===== src/rtl/simon_pkg.sv =====
// Shared definitions for the pattern player and the game controller.
// Latency: n/a (constants and a pure function).
// Backpressure: n/a.
//
// Contents: default pattern-memory address width, playback state encoding,
// and the colour code to one-hot LED mapping.
package simon_pkg;

    // Pattern memory depth is 2**ADDR_W_DEF entries.
    localparam int ADDR_W_DEF = 6;

    // Playback state encoding. Kept as plain constants so older blocks that
    // compare against raw 3-bit codes keep working.
    typedef logic [2:0] pb_state_t;

    localparam pb_state_t ST_IDLE  = 3'd0;
    localparam pb_state_t ST_FETCH = 3'd1;
    localparam pb_state_t ST_LATCH = 3'd2;
    localparam pb_state_t ST_SHOW  = 3'd3;
    localparam pb_state_t ST_GAP   = 3'd4;
    localparam pb_state_t ST_DONE  = 3'd5;

    // Colour code to LED lamp: 00->0001, 01->0010, 10->0100, 11->1000.
    function automatic logic [3:0] colour_onehot(input logic [1:0] colour);
        logic [3:0] lamp;
        lamp = 4'b0000;
        case (colour)
            2'd0:    lamp = 4'b0001;
            2'd1:    lamp = 4'b0010;
            2'd2:    lamp = 4'b0100;
            default: lamp = 4'b1000;
        endcase
        return lamp;
    endfunction

endpackage


===== src/rtl/tick_timer.sv =====
// Counts tick strobes while enabled and flags the limit-th one.
// Latency: expired_o is combinational in the cycle of the terminal tick.
// Backpressure: none; every tick seen while enabled is counted.
//
// Ports:
//   clk, rst     clock, asynchronous active-high reset
//   clr_i        synchronous clear (wins over counting)
//   en_i         count ticks this cycle
//   tick_i       one-clk timing strobe
//   limit_i      number of ticks to the terminal count (must be >= 1)
//   expired_o    high on the tick that reaches limit_i; counter self-clears
module tick_timer #(
    parameter int CNT_W = 6
) (
    input  logic             clk,
    input  logic             rst,
    input  logic             clr_i,
    input  logic             en_i,
    input  logic             tick_i,
    input  logic [CNT_W-1:0] limit_i,
    output logic             expired_o
);

    localparam logic [CNT_W-1:0] CNT_ONE = {{(CNT_W-1){1'b0}}, 1'b1};

    logic [CNT_W-1:0] cnt_q;
    logic [CNT_W-1:0] cnt_d;
    logic             at_last;

    // The counter holds ticks already seen, so the next tick is the last one
    // when limit-1 have been counted.
    assign at_last   = (cnt_q == (limit_i - CNT_ONE));
    assign expired_o = en_i & tick_i & at_last;

    always_comb begin
        cnt_d = cnt_q;
        if (clr_i) begin
            cnt_d = '0;
        end else if (en_i && tick_i) begin
            cnt_d = at_last ? '0 : (cnt_q + CNT_ONE);
        end
    end

    always_ff @(posedge clk or posedge rst) begin
        if (rst) begin
            cnt_q <= '0;
        end else begin
            cnt_q <= cnt_d;
        end
    end

endmodule


===== src/rtl/playback_sequencer.sv =====
// Plays a stored colour pattern on a one-hot LED set, one entry per ON/GAP window.
// Latency: start -> first lamp lit after 2 clk (fetch + latch); each entry ON_TICKS lit + GAP_TICKS dark.
// Backpressure: none; start while busy is dropped, abort cancels on the next clk.
//
// Ports:
//   clk, rst   clock, asynchronous active-high reset
//   tick       one-clk 100 Hz strobe, counted only in SHOW and GAP
//   start      one-clk request to play 'length' entries from address 0
//   abort      level; returns to IDLE on the next clk, no done
//   length     entries to play, saturated to 2**ADDR_W on capture
//   mem_addr   pattern memory read address
//   mem_data   pattern memory data, one clk after mem_addr
//   leds       one-hot colour while lit, 0000 when dark
//   busy       high whenever not IDLE
//   done       one-clk pulse on normal completion
module playback_sequencer
    import simon_pkg::*;
#(
    parameter int ADDR_W    = ADDR_W_DEF,
    parameter int ON_TICKS  = 50,
    parameter int GAP_TICKS = 25
) (
    input  logic              clk,
    input  logic              rst,
    input  logic              tick,
    input  logic              start,
    input  logic              abort,
    input  logic [ADDR_W:0]   length,
    output logic [ADDR_W-1:0] mem_addr,
    input  logic [1:0]        mem_data,
    output logic [3:0]        leds,
    output logic              busy,
    output logic              done
);

    localparam int MAX_TICKS = (ON_TICKS > GAP_TICKS) ? ON_TICKS : GAP_TICKS;
    // +1 so the limit value itself is representable.
    localparam int CNT_W     = $clog2(MAX_TICKS + 1);

    localparam logic [CNT_W-1:0]  ON_LIM   = CNT_W'(ON_TICKS);
    localparam logic [CNT_W-1:0]  GAP_LIM  = CNT_W'(GAP_TICKS);
    localparam logic [ADDR_W:0]   LEN_MAX  = {1'b1, {ADDR_W{1'b0}}};
    localparam logic [ADDR_W:0]   LEN_ONE  = {{ADDR_W{1'b0}}, 1'b1};
    localparam logic [ADDR_W-1:0] ADDR_ONE = {{(ADDR_W-1){1'b0}}, 1'b1};

    pb_state_t         state_q, state_d;
    logic [ADDR_W:0]   len_q, len_d;
    logic [ADDR_W-1:0] idx_q, idx_d;
    logic [ADDR_W-1:0] addr_q, addr_d;
    logic [1:0]        colour_q, colour_d;

    logic [ADDR_W:0]   len_sat;
    logic              last_entry;
    logic              timer_clr;
    logic              timer_en;
    logic [CNT_W-1:0]  timer_lim;
    logic              timer_expired;

    assign len_sat    = (length > LEN_MAX) ? LEN_MAX : length;
    // idx == len-1, written as idx+1 == len so len never has to be decremented.
    assign last_entry = (({1'b0, idx_q} + LEN_ONE) == len_q);

    tick_timer #(
        .CNT_W (CNT_W)
    ) u_timer (
        .clk       (clk),
        .rst       (rst),
        .clr_i     (timer_clr),
        .en_i      (timer_en),
        .tick_i    (tick),
        .limit_i   (timer_lim),
        .expired_o (timer_expired)
    );

    always_comb begin
        state_d   = state_q;
        len_d     = len_q;
        idx_d     = idx_q;
        addr_d    = addr_q;
        colour_d  = colour_q;
        // The timer sits cleared outside SHOW/GAP, so ticks there never count
        // and every window starts from zero.
        timer_clr = 1'b1;
        timer_en  = 1'b0;
        timer_lim = ON_LIM;

        case (state_q)
            ST_IDLE: begin
                if (start && !abort) begin
                    len_d   = len_sat;
                    idx_d   = '0;
                    addr_d  = '0;
                    state_d = (len_sat == '0) ? ST_DONE : ST_FETCH;
                end
            end
            ST_FETCH: begin
                // Memory read latency slot.
                state_d = ST_LATCH;
            end
            ST_LATCH: begin
                colour_d = mem_data;
                state_d  = ST_SHOW;
            end
            ST_SHOW: begin
                timer_clr = 1'b0;
                timer_en  = 1'b1;
                timer_lim = ON_LIM;
                if (timer_expired) begin
                    state_d = ST_GAP;
                end
            end
            ST_GAP: begin
                timer_clr = 1'b0;
                timer_en  = 1'b1;
                timer_lim = GAP_LIM;
                if (timer_expired) begin
                    if (last_entry) begin
                        state_d = ST_DONE;
                    end else begin
                        idx_d   = idx_q + ADDR_ONE;
                        addr_d  = idx_q + ADDR_ONE;
                        state_d = ST_FETCH;
                    end
                end
            end
            ST_DONE: begin
                state_d = ST_IDLE;
            end
            default: begin
                state_d = ST_IDLE;
            end
        endcase

        // Abort beats everything, including a GAP expiry in the same clk;
        // address and index are left where they were.
        if (abort && (state_q != ST_IDLE)) begin
            state_d   = ST_IDLE;
            idx_d     = idx_q;
            addr_d    = addr_q;
            colour_d  = colour_q;
            timer_clr = 1'b1;
            timer_en  = 1'b0;
        end
    end

    always_ff @(posedge clk or posedge rst) begin
        if (rst) begin
            state_q  <= ST_IDLE;
            len_q    <= '0;
            idx_q    <= '0;
            addr_q   <= '0;
            colour_q <= '0;
        end else begin
            state_q  <= state_d;
            len_q    <= len_d;
            idx_q    <= idx_d;
            addr_q   <= addr_d;
            colour_q <= colour_d;
        end
    end

    // Outputs decode straight from registered state so reset clears them
    // without waiting for a clock edge.
    assign mem_addr = addr_q;
    assign leds     = (state_q == ST_SHOW) ? colour_onehot(colour_q) : 4'b0000;
    assign busy     = (state_q != ST_IDLE);
    assign done     = (state_q == ST_DONE);

endmodule


===== config.mk =====
export PLATFORM = sky130hd
export DESIGN_NAME = playback_sequencer
export DESIGN_NICKNAME = d
export VERILOG_FILES = /design/src/rtl/simon_pkg.sv /design/src/rtl/tick_timer.sv /design/src/rtl/playback_sequencer.sv
export SDC_FILE = /design/constraint.sdc
export NUM_CORES = 1
export LEC_CHECK = 0
export CORE_UTILIZATION = 47
export DETAILED_ROUTE_END_ITERATION = 10
export GPL_TIMING_DRIVEN = 0
export PLACE_DENSITY_LB_ADDON = 0.3
export SLEW_MARGIN = 25
export SYNTH_ARGS = -nofsm -noshare
export SYNTH_HDL_FRONTEND = slang
export SYNTH_SLANG_ARGS = --single-unit

===== constraint.sdc =====
create_clock -name clk -period 1.9 [get_ports clk]
set_input_delay 0.38 -clock clk [delete_from_list [all_inputs] [get_ports clk]]
set_output_delay 0.38 -clock clk [all_outputs]
set_load 0.02 [all_outputs]

# Yosys cells after proc, flatten, opt, wreduce, memory -nomap -nowiden
# Index checks and enable logic that the tools add are counted.
[word_totals] ff_bits=24 in_bits=14 word_cells=65
[classes] bitwise=3 mux=22 add_sub_neg=4 eq_ne=15 reduce_logical=15 magnitude_cmp=1
[op_table] op="$mux 6" count=7
[op_table] op="$mux 3" count=6
[op_table] op="$pmux 3 s5" count=1
[op_table] op="$add 6x1->6 const B" count=2
[op_table] op="$pmux 4 s3" count=1
[op_table] op="$pmux 6 s2" count=1
[op_table] op="$ne 3x3->1 const B" count=3
[op_table] op="$add 6x1->7 const B" count=1
[op_table] op="$eq 7x7->1" count=1
[op_table] op="$gt 7x7->1 const B" count=1
[op_table] op="$logic_not 7->1" count=1
[op_table] op="$mux 7" count=1
[op_table] op="$eq 3x2->1 const B" count=2
[op_table] op="$eq 3x3->1 const B" count=2
[op_table] op="$eq 6x6->1" count=1
[op_table] op="$ne 2x2->1 const B" count=3
[op_table] op="$sub 6x1->6 const B" count=1
[op_table] op="$reduce_and 5->1" count=1
[op_table] op="$mux 1" count=4
[op_table] op="$mux 4" count=1
[op_table] op="$reduce_and 2->1" count=2
[op_table] op="$reduce_bool 2->1" count=2
[op_table] op="$eq 3x1->1 const B" count=1
[op_table] op="$logic_and 1x1->1" count=3
[op_table] op="other kinds (10)" count=11

# Logic depth before layout (Yosys ltp)
[depth] ltp_word=9 mapped_depth=8

# Cells and area by module
# From an unflattened synthesis, not the netlist that was laid out.
[unflattened] hier_cells=207 area_unflattened_um2=1791.7
[by_module_without_submodules] mod="playback_sequencer" seq_area_each_um2=450.4 cells_per_inst=137 area_per_inst_um2=1216.2 instances=1
[by_module_without_submodules] mod="tick_timer" seq_area_each_um2=150.1 cells_per_inst=70 area_per_inst_um2=575.6 instances=1

# Least setup slack after synthesis
# No wires, ideal clock.
[synth_timing] kind="register to register" from="register, netlist name mem_addr[0]" to="register addr_q[3], in the netlist mem_addr[3]" path_buffers=0 setup_slack_ns=-0.197 arrival_ns=2.002 stages_incl_launch_ff=8 period_less_slack_ns=2.097 setup_time_ns=0.096 cell_sequence="dfrtp_1 > ha_1 > nand3_1 > or3_1 > nand4_2 > o31ai_4 > or2_4 > o31ai_1"
[synth_rtl] element="end signal: assignment" line_no="playback_sequencer.sv:157" text="addr_q <= addr_d;"
[synth_rtl] element="end: declaration" line_no="playback_sequencer.sv:49" text="logic [ADDR_W-1:0] addr_q, addr_d;"

# Final worst setup path
[layout_timing] from="input start" to="register addr_q[4], in the netlist mem_addr[4]"
[layout_between] elab_chain_cells=3
[layout_lines] element="start: declaration" line_no="playback_sequencer.sv:26" text="input logic start,"
[layout_lines] element="$logic_and 1x1->1" line_no="playback_sequencer.sv:89" text="if (start && !abort) begin"
[layout_lines] element="$ne 2x2->1 (no line)"
[layout_lines] element="$reduce_and 5->1 (no line)"
# No other way between the ends.
# A chain may end at the register's enable or synchronous reset.

==> results.cfg <==
[outcome]
status = complete, but fails checks
violations = setup timing

[critical_path]
cp.required_ns = 2.14
cp-startpoint = start
worst-setup-path-type = in2reg
worstPathMaxFanout = 5
rr_endpoint = mem_addr[4]
worstSetupPathDepth = 8
cp-start-kind = input pin
rrSetupSlack_ns = -0.11
r2r-start = state_q[0]
worstPathArrival_ns = 2.24
rr_worst_depth = 8
path_cells = clkdlybuf4s50_1 > nor2b_1 > a41oi_1 > nor4_2 > buf_4 > o31ai_4 > or2_4 > o31ai_1
path_buf_inv = 2
end_kind = register
cpPeakStageDelay_ns = 0.55
endpoint = mem_addr[4]
path_delay_family = simple AND/OR/NAND/NOR gates
cpMaxStageDelayCell = clkdlybuf4s50_1

[cts]
cts_buffers = 3
clk_latency_ns = 0.33
htree_levels = 1
cts_tree = done
path_clk_slew_ns = 0.14
cts.path.max_buffers = 2
cts_root_buf = clkbuf_4
clock_sinks = 24

[synth]
synthDistinctLibCells = 47
ys_seq_area_share_pct = 40.13
synth_flop_cell = dfrtp_1
synth_enable_flop_cells = 0
ys_ff_latch = 24
synthCells = 161
synthesis.area_um2 = 1496
synth_nets = 177
async_flop_share_pct = 100.0
yosys_warnings = 0
post_synth.cell_area_avg_um2 = 9.295

[run]
maxCapViolations = 0

[grt]
overflow = 0
antenna_found_initial = 0
grt_max_degree = 25
grt_pass1_wl_um = 6016
grt_usage_pct = 23.07
grt_pass1_vias = 1404

[route]
drt_iter0_markers = 46
wire_per_inst_um = 15.17
ant_nets = 0
vias_per_cell = 5.675
first_pass_iters = 4
wl_um = 3823
vias = 1430
drc = 0

[finish]
diodes = 0
drive_gt1_share_pct = 32.69
area_growth_pct = 40.80
fin_nets = 225

[floorplan]
rows = 20
initial_utilization_pct = 49.42
core_area_um2 = 3028
fp.dieH_um = 58.43
die_w_um = 58.43
ios = 26
die_area_um2 = 3413

[sta]
rsz0062_at_grt = yes
slew_headroom_pct = 40.60
min_period_over_period_pct = 105.6
slew_viol_final = 0
fin_worst_skew_ns = 0.008258
worst_pin_slew_ns = 0.8855
fmax_ghz = 0.4983
final_hold_viol_count = 0
setup_viol = 12
tns_ns = -0.7124
holdWs_ns = 0.4086
fin_ws_ns = -0.1067
post-route-min-period_ns = 2.007

[placement]
place_congestion = 0.8358
port_buffers = 25
hpwlAfterDp_um = 2424

[hold_path]
hp-class = in2async

[pwr]
p_leak_nw = 0.8717
p_total_mw = 1.345
max-vdd-ir-drop_mv = 0.5446
p_per_area_nw_per_um2 = 638.3
## layout by cell type (no fill, tap or decap), drive strengths merged, types with 2 or more instances in the layout
cell type	count
a21o	2
nor3b	6
xor2	2
buf	26
a22o	3
nor4	2
a21oi	5
o21ai	17
inv	2
nand4b	2
nor3	6
dfrtp	24
nand2	17
clkdlybuf4s50	18
xnor2	7
nor2	12
nor2b	3
nand4	2
clkbuf	6
or3	2
ha	2
mux2	5
or2	2
nand3	7
nand2b	7
o31ai	4
## report_power, final
part           leakage, nW  internal [mW]  switching (mW)  total (mW)
Sequential           0.316          0.577          0.0696       0.646
Combinational        0.535          0.216           0.198       0.414
Clock               0.0210          0.117           0.167       0.285
Total                0.872          0.910           0.435        1.34
## worst reg2reg max path, cell delays in order (launching register included)
cell,delay (ns)
dfrtp_1,0.40
buf_6,0.12
or3b_1,0.36
buf_6,0.15
nor3_4,0.15
nand4_2,0.17
o31ai_4,0.28
or2_4,0.20
o31ai_1,0.07
## cells in the mapped netlist, drive strengths merged, types with 2 or more instances
master / count / area share [%]
dfrtp: 24 / 40
o31ai: 4 / 2.9
nor3b: 6 / 3.3
a22o: 3 / 1.8
xnor2: 7 / 4.1
nor2: 12 / 3.0
inv: 3 / 0.75
buf: 3 / 1.8
xor2: 2 / 1.2
or2: 2 / 1.0
nor4: 2 / 1.3
nand4: 2 / 1.3
o21ai: 17 / 5.7
clkbuf: 2 / 0.50
nand2: 17 / 4.3
nand3: 7 / 2.3
nor2b: 3 / 1.3
nand4b: 2 / 1.2
or3: 2 / 0.84
nor3: 6 / 2.3
nand2b: 7 / 2.9
a21o: 2 / 1.0
mux2: 5 / 3.8
ha: 2 / 1.7
a21oi: 5 / 1.7
## flip-flops by register name, indices dropped and copies added (netlist names)
name,cells
colour_q,2
state_q,3
mem_addr,6
len_q,7
u_timer.cnt_q,6
## metal layers
metal	share of wire [%]	wire [µm]	vias to the layer above	GRT usage, %
met2	51	1956	45	41.71
met3	3.9	151	5	2.418
met5	0	0	-	0
met1	43	1663	698	27.58
li1	-	-	682	-
met4	1.4	52	0	10.54
## final cells by class
class | count | area, µm²
multi-input combinational | 129 | 970.9
sequential | 24 | 605.6
fill | 229 | 920.9
tap | 44 | 55.05
inverter | 3 | 11.26
clock buffer | 4 | 36.28
buffer | 5 | 45.04
timing repair buffer | 43 | 382.9
## through the flow
step	util (%)	cell area [µm²]	cells	worst slack (ns)
finish	69.59	2107	252	-0.1067
global route	69.59	2107	252	-0.1583
CTS	65.79	1992	247	-0.1042
detailed placement	60.12	1821	230	-0.4174
global placement	60.12	1821	230	-0.3270
floorplan	-	1515	161	-0.002413
## worst min-delay path by stage
stage                         from               end  depth (start not counted)
final                          rst  u_timer.cnt_q[4]                          2
after global routing           rst       mem_addr[3]                          2
after CTS                 len_q[0]          len_q[0]                          2
after detailed placement  len_q[0]          len_q[0]                          2
after global placement    len_q[1]          len_q[1]                          2
after floorplan                rst       colour_q[0]                          1
## cells by family after synthesis
group                    share of synthesized area (%)
AO/OA/AOI/OAI                                    17.48
buffers and inverters                            3.093
XOR/XNOR                                         5.268
flip-flops                                       40.13
AND/OR/NAND/NOR                                  27.93
multiplexers                                     4.431
adder cells (fa/ha/maj)                          1.672
## what timing repair did
item | 4_1_cts | 5_1_grt
gates resized for setup | 40 | 22
hold buffers | 0 | 0
setup buffers | 13 | 5
pin swaps | 11 | 7
setup endpoints to repair | 18 | 19
Power figures use the tool's default switching activity.
==> variant (same settings) <==
Change the parameter `ON_TICKS` from 50 to 25.
--- a/src/rtl/playback_sequencer.sv
+++ b/src/rtl/playback_sequencer.sv
@@ -18,5 +18,5 @@
 #(
     parameter int ADDR_W    = ADDR_W_DEF,
-    parameter int ON_TICKS  = 50,
+    parameter int ON_TICKS  = 25,
     parameter int GAP_TICKS = 25
 ) (
Behaviour: no difference found for any inputs over 10 cycles, from zero or initial values and one cycle with rst high; that may be too few to reach the edited logic, so the function may still have changed.
==> variant against the unedited design <==
The flow still finishes with violations (setup timing); routed wire length increased by 5.1%; combinational power increased by 3%; area after synthesis increased by 4.1%; largest cell class unchanged; total power decreased by 4.1%; synthesized cell count increased by 11%; sequential cell count decreased by 1; sequential power decreased by 3.3%; setup slack improved by 0.040 ns; largest power group unchanged; hold slack improved by 0.0091 ns; count of clock-buffer cells in the layout unchanged; cell area about the same; non-clock buffer count decreased by 2.
==> variant: results (changes against the unedited design) <==
post-synthesis sequential area ratio=36.9% (-3.2 points); Setup WS pre-CTS=-0.199 ns (+0.218 ns); vias per inst=5.76 (+1.5%); Placer Congestion=0.855 (+2.2%); outcome=complete, but fails checks; setup_tns=-0.343 ns (+0.369 ns); nonclk buf count=46 (-4.2%); xor/xnor share of the synthesized area=5.06% (-0.21 points); synthesized net count=195 (+10%); Multi-input comb cells=135 (+4.7%); share of cells above drive strength 1=28.3% (-4.4 points); relative slew slack=43.6% (+3.0 points); Cells after DPL=245 (+6.5%); post-synthesis average cell area=8.75 sq um (-5.8%); slowest stage delay, CP=0.39 ns (-0.16 ns); post-synthesis mux area share=3.78% (-0.66 points); Layout fillers=259 (+13%); vias in the first global route=1377 (-1.9%); fraction of area in multi-input gates=48.1% (+2.0 points); Pleak=0.857 nW (-1.6%); hpwl dp=2.66 mm (+9.7%); drt initial violations=74 (+61%); placed cell areas=1860 sq um (+2.1%); count of nets after finishing=237 (+5.3%); WL met2=2.14 mm (+9.6%); clk tree area frac=1.25% (-0.48 points); pwr dens=611 nW/um^2 (-4.2%); final worst slack=-0.0664 ns (+0.0403 ns); Post-Synth Adder-Cell Area=2.41% (+0.74 points); final setup vio count=8 (-4); synth cell count leaders=dfrtp_1 (23), o21ai_0 (17), nand2_1 (13), nor2_1 (13), inv_1 (11); Multi-input gate area=1010 sq um (+4.4%); synth unique cells=46 (-2.1%); Pint=0.839 mW (-7.8%); global-route wire length before repair=6.07 mm (+0.93%); failing checks=setup timing; Worst IR Drop VDD=424 uV (-22%); Synth Area in Compound Gates=18.9% (+1.4 points)
==> variant: metal layers <==
| metal | GRT usage, % | vias to the layer above |
|---|---|---|
| li1 | - | 727 |
| met2 | 40.8 | 48 |
| met5 | 0 | - |
| met4 | 8.97 | 0 |
| met1 | 27.2 | 728 |
| met3 | 3.28 | 12 |
==> variant: final timing paths <==
| path | end | slack, ns | start | cells after the start |
|---|---|---|---|---|
| worst max-delay path | mem_addr[0] | -0.07 | state_q[0] | 7 |
| worst min-delay path | u_timer.cnt_q[3] | 0.42 | rst | 2 |
| worst max register to register | mem_addr[0] | -0.07 | state_q[0] | 7 |
| worst min register to register | len_q[5] | 0.52 | len_q[5] | 2 |
| max in group asynchronous | state_q[1] | 1.05 | rst | 2 |
| min in group clk | u_timer.cnt_q[1] | 0.48 | tick | 3 |
==> variant: timing repair <==
action	in CTS	in global routing
setup endpoints to repair	15	15
buffers inserted	9	6
resized for setup	36	28
pin swaps	11	7
